===== src/rtl/tnn_pkg.sv =====
// rtl/tnn_pkg.sv - shared timing constants and types for the temporal neural blocks
package tnn_pkg;

    localparam int GAMMA_CYCLE_WIDTH_DEF = 16;
    localparam int PULSE_WIDTH_DEF       = 8;
    localparam int VAL_W                 = $clog2(GAMMA_CYCLE_WIDTH_DEF);

    typedef logic [VAL_W-1:0] spike_time_t;

    // Latest onset that still lets a full-width pulse end inside the frame.
    function automatic int max_val(input int gamma_cycle_width, input int pulse_width);
        return gamma_cycle_width - 1 - pulse_width;
    endfunction

endpackage


===== src/rtl/gamma_phase_counter.sv =====
// rtl/gamma_phase_counter.sv - free-running gamma phase counter with registered grst
module gamma_phase_counter #(
    parameter int GAMMA_CYCLE_WIDTH = tnn_pkg::GAMMA_CYCLE_WIDTH_DEF,
    localparam int PH_W = $clog2(GAMMA_CYCLE_WIDTH)
) (
    input  logic            aclk,
    input  logic            rst_n,
    output logic [PH_W-1:0] ph,
    output logic [PH_W-1:0] ph_next,
    output logic            wrap,
    output logic            grst
);

    localparam logic [PH_W-1:0] LAST = PH_W'(GAMMA_CYCLE_WIDTH - 1);

    assign wrap    = (ph == LAST);
    assign ph_next = wrap ? '0 : ph + PH_W'(1);

    // Parking on the last phase during reset makes the first edge a frame boundary.
    always_ff @(posedge aclk or negedge rst_n) begin
        if (!rst_n) begin
            ph   <= LAST;
            grst <= 1'b0;
        end else begin
            ph   <= ph_next;
            grst <= (ph_next == '0);
        end
    end

endmodule


===== src/rtl/temporal_spike_encoder.sv =====
// rtl/temporal_spike_encoder.sv - buffers input vectors and replays them as pulse-width spikes
module temporal_spike_encoder import tnn_pkg::*; #(
    parameter int N_CH              = 2,
    parameter int GAMMA_CYCLE_WIDTH = GAMMA_CYCLE_WIDTH_DEF,
    parameter int PULSE_WIDTH       = PULSE_WIDTH_DEF,
    localparam int VW               = $clog2(GAMMA_CYCLE_WIDTH)
) (
    input  logic               aclk,
    input  logic               rst_n,
    input  logic               in_valid,
    output logic               in_ready,
    input  logic [N_CH*VW-1:0] in_val,
    input  logic [N_CH-1:0]    in_null,
    output logic               grst,
    output logic [N_CH-1:0]    spike
);

    localparam logic [VW-1:0] MAX_V  = VW'(max_val(GAMMA_CYCLE_WIDTH, PULSE_WIDTH));
    localparam logic [VW:0]   ONE_X  = (VW+1)'(1);
    localparam logic [VW:0]   PW_X   = (VW+1)'(PULSE_WIDTH);

    logic [VW-1:0]      ph;
    logic [VW-1:0]      ph_next;
    logic               wrap;

    logic [N_CH*VW-1:0] pend_val;
    logic [N_CH-1:0]    pend_null;
    logic               pend_full;
    logic [N_CH*VW-1:0] act_val;
    logic [N_CH-1:0]    act_null;
    logic [N_CH*VW-1:0] act_val_next;
    logic [N_CH-1:0]    act_null_next;
    logic [N_CH*VW-1:0] sat_val;
    logic [N_CH-1:0]    spike_next;
    logic               accept;

    gamma_phase_counter #(
        .GAMMA_CYCLE_WIDTH(GAMMA_CYCLE_WIDTH)
    ) u_phase (
        .aclk   (aclk),
        .rst_n  (rst_n),
        .ph     (ph),
        .ph_next(ph_next),
        .wrap   (wrap),
        .grst   (grst)
    );

    assign in_ready = !pend_full || wrap;
    assign accept   = in_valid && in_ready;

    // A frame with nothing pending replays as all-null rather than repeating.
    always_comb begin
        act_val_next  = act_val;
        act_null_next = act_null;
        if (wrap) begin
            if (pend_full) begin
                act_val_next  = pend_val;
                act_null_next = pend_null;
            end else begin
                act_val_next  = '0;
                act_null_next = '1;
            end
        end
    end

    for (genvar i = 0; i < N_CH; i++) begin : g_ch
        logic [VW-1:0] raw;
        logic [VW-1:0] onset;
        logic [VW:0]   lo;
        logic [VW:0]   hi;
        logic [VW:0]   ph_x;

        assign raw   = in_val[i*VW +: VW];
        assign sat_val[i*VW +: VW] = (raw > MAX_V) ? MAX_V : raw;
        assign onset = act_val_next[i*VW +: VW];
        assign lo    = {1'b0, onset} + ONE_X;
        assign hi    = {1'b0, onset} + PW_X;
        assign ph_x  = {1'b0, ph_next};
        assign spike_next[i] = !act_null_next[i] && (ph_x >= lo) && (ph_x <= hi);
    end

    always_ff @(posedge aclk or negedge rst_n) begin
        if (!rst_n) begin
            pend_val  <= '0;
            pend_null <= '1;
            pend_full <= 1'b0;
            act_val   <= '0;
            act_null  <= '1;
            spike     <= '0;
        end else begin
            act_val  <= act_val_next;
            act_null <= act_null_next;
            spike    <= spike_next;
            if (accept) begin
                pend_val  <= sat_val;
                pend_null <= in_null;
                pend_full <= 1'b1;
            end else if (wrap) begin
                pend_full <= 1'b0;
            end
        end
    end

endmodule


===== config.mk =====
export PLATFORM = sky130hd
export DESIGN_NAME = temporal_spike_encoder
export DESIGN_NICKNAME = d
export VERILOG_FILES = /design/src/rtl/tnn_pkg.sv /design/src/rtl/gamma_phase_counter.sv /design/src/rtl/temporal_spike_encoder.sv
export SDC_FILE = /design/constraint.sdc
export NUM_CORES = 1
export LEC_CHECK = 0
export ABC_AREA = 1
export BUFFER_PORTS_ARGS = -buffer_cell sky130_fd_sc_hd__buf_4
export CELL_PAD_IN_SITES_DETAIL_PLACEMENT = 1
export CELL_PAD_IN_SITES_GLOBAL_PLACEMENT = 2
export CORE_ASPECT_RATIO = 1.25
export CORE_MARGIN = 2
export CORE_UTILIZATION = 40
export CTS_BUF_LIST = sky130_fd_sc_hd__clkbuf_2
export DETAILED_ROUTE_END_ITERATION = 12
export PLACE_DENSITY = 0.95
export SYNTH_ARGS = -nofsm -noshare
export SYNTH_HDL_FRONTEND = slang
export SYNTH_SLANG_ARGS = --single-unit

===== constraint.sdc =====
create_clock -name aclk -period 3.8 [get_ports aclk]
set_input_delay 0.76 -clock aclk [delete_from_list [all_inputs] [get_ports aclk]]
set_output_delay 0.76 -clock aclk [all_outputs]
set_load 0.02 [all_outputs]

==> results.json <==
{
  "leakage_nw": 0.9498,
  "ir_worst_vdd_mv": 0.2353,
  "worst_pin_slew_ps": 907.8,
  "stdcell_count": 263,
  "dieArea_sq_um": 4666,
  "p_per_area_nw_per_um2": 413.2,
  "postLayoutCoreUtil_pct": 45.63,
  "die_h_um": 75.87,
  "synth-seq-area-share_pct": 43.00,
  "cts-buffers-inserted": 3,
  "ant_nets": 0,
  "rows": 26,
  "avgSynthCellArea_sq_um": 8.699,
  "cts_hold_buffers": 0,
  "cts_tree": "yes",
  "antenna_cells": 0,
  "final_common_cell": "nand2_1",
  "post-cts-setup-buffers": 0,
  "fp.dieW_um": 61.50,
  "cts.sinks": 28,
  "grt_setup_unrepaired": "no",
  "multi_input_area_sq_um": 815.8,
  "setup_viol": 0,
  "layout_common_cells": "nand2_1 (44), inv_1 (23), dfrtp_1 (20)",
  "htreeDepth": 1,
  "seqCellArea_sq_um": 710.7,
  "place_ws_ps": 1102,
  "synth_cell_types": 28,
  "area_delta_synth_final_pct": 11.36,
  "portBuffers": 16,
  "setup_tns_ps": 0,
  "wire_per_inst_um": 12.52,
  "ys_ff_latch": 28,
  "clock_latency_ps": 350,
  "cp-start-kind": "flip-flop",
  "clk_pin_slew_ps": 260,
  "viasPerCell": 4.886,
  "antenna_found_initial": 0,
  "place_inst": 259,
  "core-area_sq_um": 4034,
  "top_level_ports": 17,
  "finClkSkew_ps": 10.30,
  "drt_wl_total_um": 3293,
  "syn_inst": 190,
  "maxCapViolCount": 0,
  "hold_class": "in -> async",
  "max_freq_mhz": 365.5,
  "drive_gt1_share_pct": 25.60,
  "crit_fanout": 7,
  "grt_pass1_vias": 1313,
  "cts_resized": 0,
  "period_needed_ps": 2736,
  "crit_path_end_kind": "flip-flop",
  "clockRootBuffer": "clkbuf_2",
  "synth_area_sq_um": 1653,
  "gp_congestion": 0.8493,
  "synth_nets": 221,
  "placed_cell_area_sq_um": 1822,
  "first_iter_violations": 9,
  "outcome": "finished, final reports clean",
  "yosysWarningCount": 0,
  "hold_viol": 0,
  "slew_headroom_pct": 38.84,
  "critPathKind": "reg -> reg",
  "fillCellCount": 511,
  "post-route-cell-area_sq_um": 1841,
  "layout_setup_ws_ps": 1064,
  "num_vias": 1285,
  "worstPathRequired_ps": 4100,
  "grt_pass1_wl_um": 5733,
  "final_nets": 239,
  "drv_slew": 0,
  "start_util_pct": 40.97,
  "critPathArrivalTime_ps": 3030,
  "grt_overflow": 0,
  "fin_crit_sh_pct": 72.00,
  "track_usage_pct": 16.16,
  "grt_max_degree": 29,
  "clk_path_buf_depth": 2,
  "drc": 0,
  "firstDrtPassIters": 4,
  "dp_hpwl_um": 2711
}
[path summary, 6_finish.rpt]
check	from	endpoint	slack (ps)	cells after the start
max	u_phase.ph[2]$_DFF_PN1_	spike[1]$_DFF_PN0_	1060	7
min in group aclk	pend_null[0]$_DFFE_PN1P_	pend_null[0]$_DFFE_PN1P_	490	2
max reg2reg	u_phase.ph[2]$_DFF_PN1_	spike[1]$_DFF_PN0_	1060	7
min	rst_n	spike[0]$_DFF_PN0_	260	1
min reg2reg	pend_null[0]$_DFFE_PN1P_	pend_null[0]$_DFFE_PN1P_	490	2
max in group asynchronous	rst_n	pend_null[1]$_DFFE_PN1P_	3220	1
[logic make-up after synthesis]
kind of cell,Yosys count,synth area share [%]
AOI/OAI and AO/OA,31,11.81
xor gates and xnor gates,2,1.060
buffers and inverters,31,7.646
DFF,28,43.00
adders and majority gates,18,13.63
and+or+nand+nor,80,22.86
[flip-flops by register name, indices dropped and copies added, names as in the netlist]
signal and flops:
pend_val 8, spike 2, pend_null 2, pend_full 1
act_null 2, act_val 8, u_phase.ph 4, u_phase.grst 1
[layer usage]
metal  vias to the layer above  GRT usage (%)  share of wire, %
li1                        648              -                 -
met1                       617          18.87                41
met2                        18          31.11                56
met3                         2          1.698               2.5
met4                         0          3.310              0.67
met5                         -              0                 0
[synthesized netlist by cell type]
cell	count	area (sq um)
inv_2	5	18.77
or2_2	1	6.260
o21ai_0	10	50.05
a21boi_0	2	15.01
nand3_4	1	17.52
nand2_2	7	43.79
xor2_1	2	17.52
nor3_1	1	5.000
dfrtp_1	20	500.5
dfstp_2	8	210.2
a21oi_2	1	8.760
ha_1	18	225.2
o21ai_2	7	61.31
nand4_1	4	25.02
a21oi_1	2	10.01
nor2_1	12	45.04
o21ai_1	7	35.03
nor2_4	1	11.26
buf_2	2	10.01
nand3_1	6	30.03
nand2_1	44	165.2
inv_1	23	86.33
or3b_2	1	8.760
o31ai_1	1	7.510
nand3_2	1	10.01
nor3_2	1	10.01
buf_6	1	11.26
o21a_1	1	7.510
[critical path: stages, from the launching register on]
cell and delay, ps:
dfstp_2 650, nand3_1 120, o21ai_0 730, ha_1 370, or3b_2 470, o21ai_0 160
o21ai_1 90, nor2_1 100
[power breakdown]
part | total (W) | switching (W) | internal [W]
clock | 0.000108 | 0.0000852 | 0.0000229
sequential | 0.000373 | 0.0000191 | 0.000353
combinational | 0.000280 | 0.000166 | 0.000114
[through the flow]
step           hold slack (ps)  power [W]
3_3_place_gp             459.5  0.0006430
3_5_place_dp             460.2  0.0006620
2_1_floorplan            447.4  0.0005770
4_1_cts                  269.0  0.0007721
5_1_grt                  240.9  0.0008356
6_report                 259.6  0.0007606
[final cells by class]
| cell class | instances | share of cell area, % |
|---|---|---|
| Clock buffer | 3 | 0.8158 |
| Clock inverter | 1 | 0.2039 |
| Inverter | 28 | 5.710 |
| Tap cell | 56 | 3.807 |
| Multi-Input combinational cell | 131 | 44.32 |
| Sequential cell | 28 | 38.61 |
| Timing Repair Buffer | 16 | 6.526 |
(Power assumes the default switching activity.)
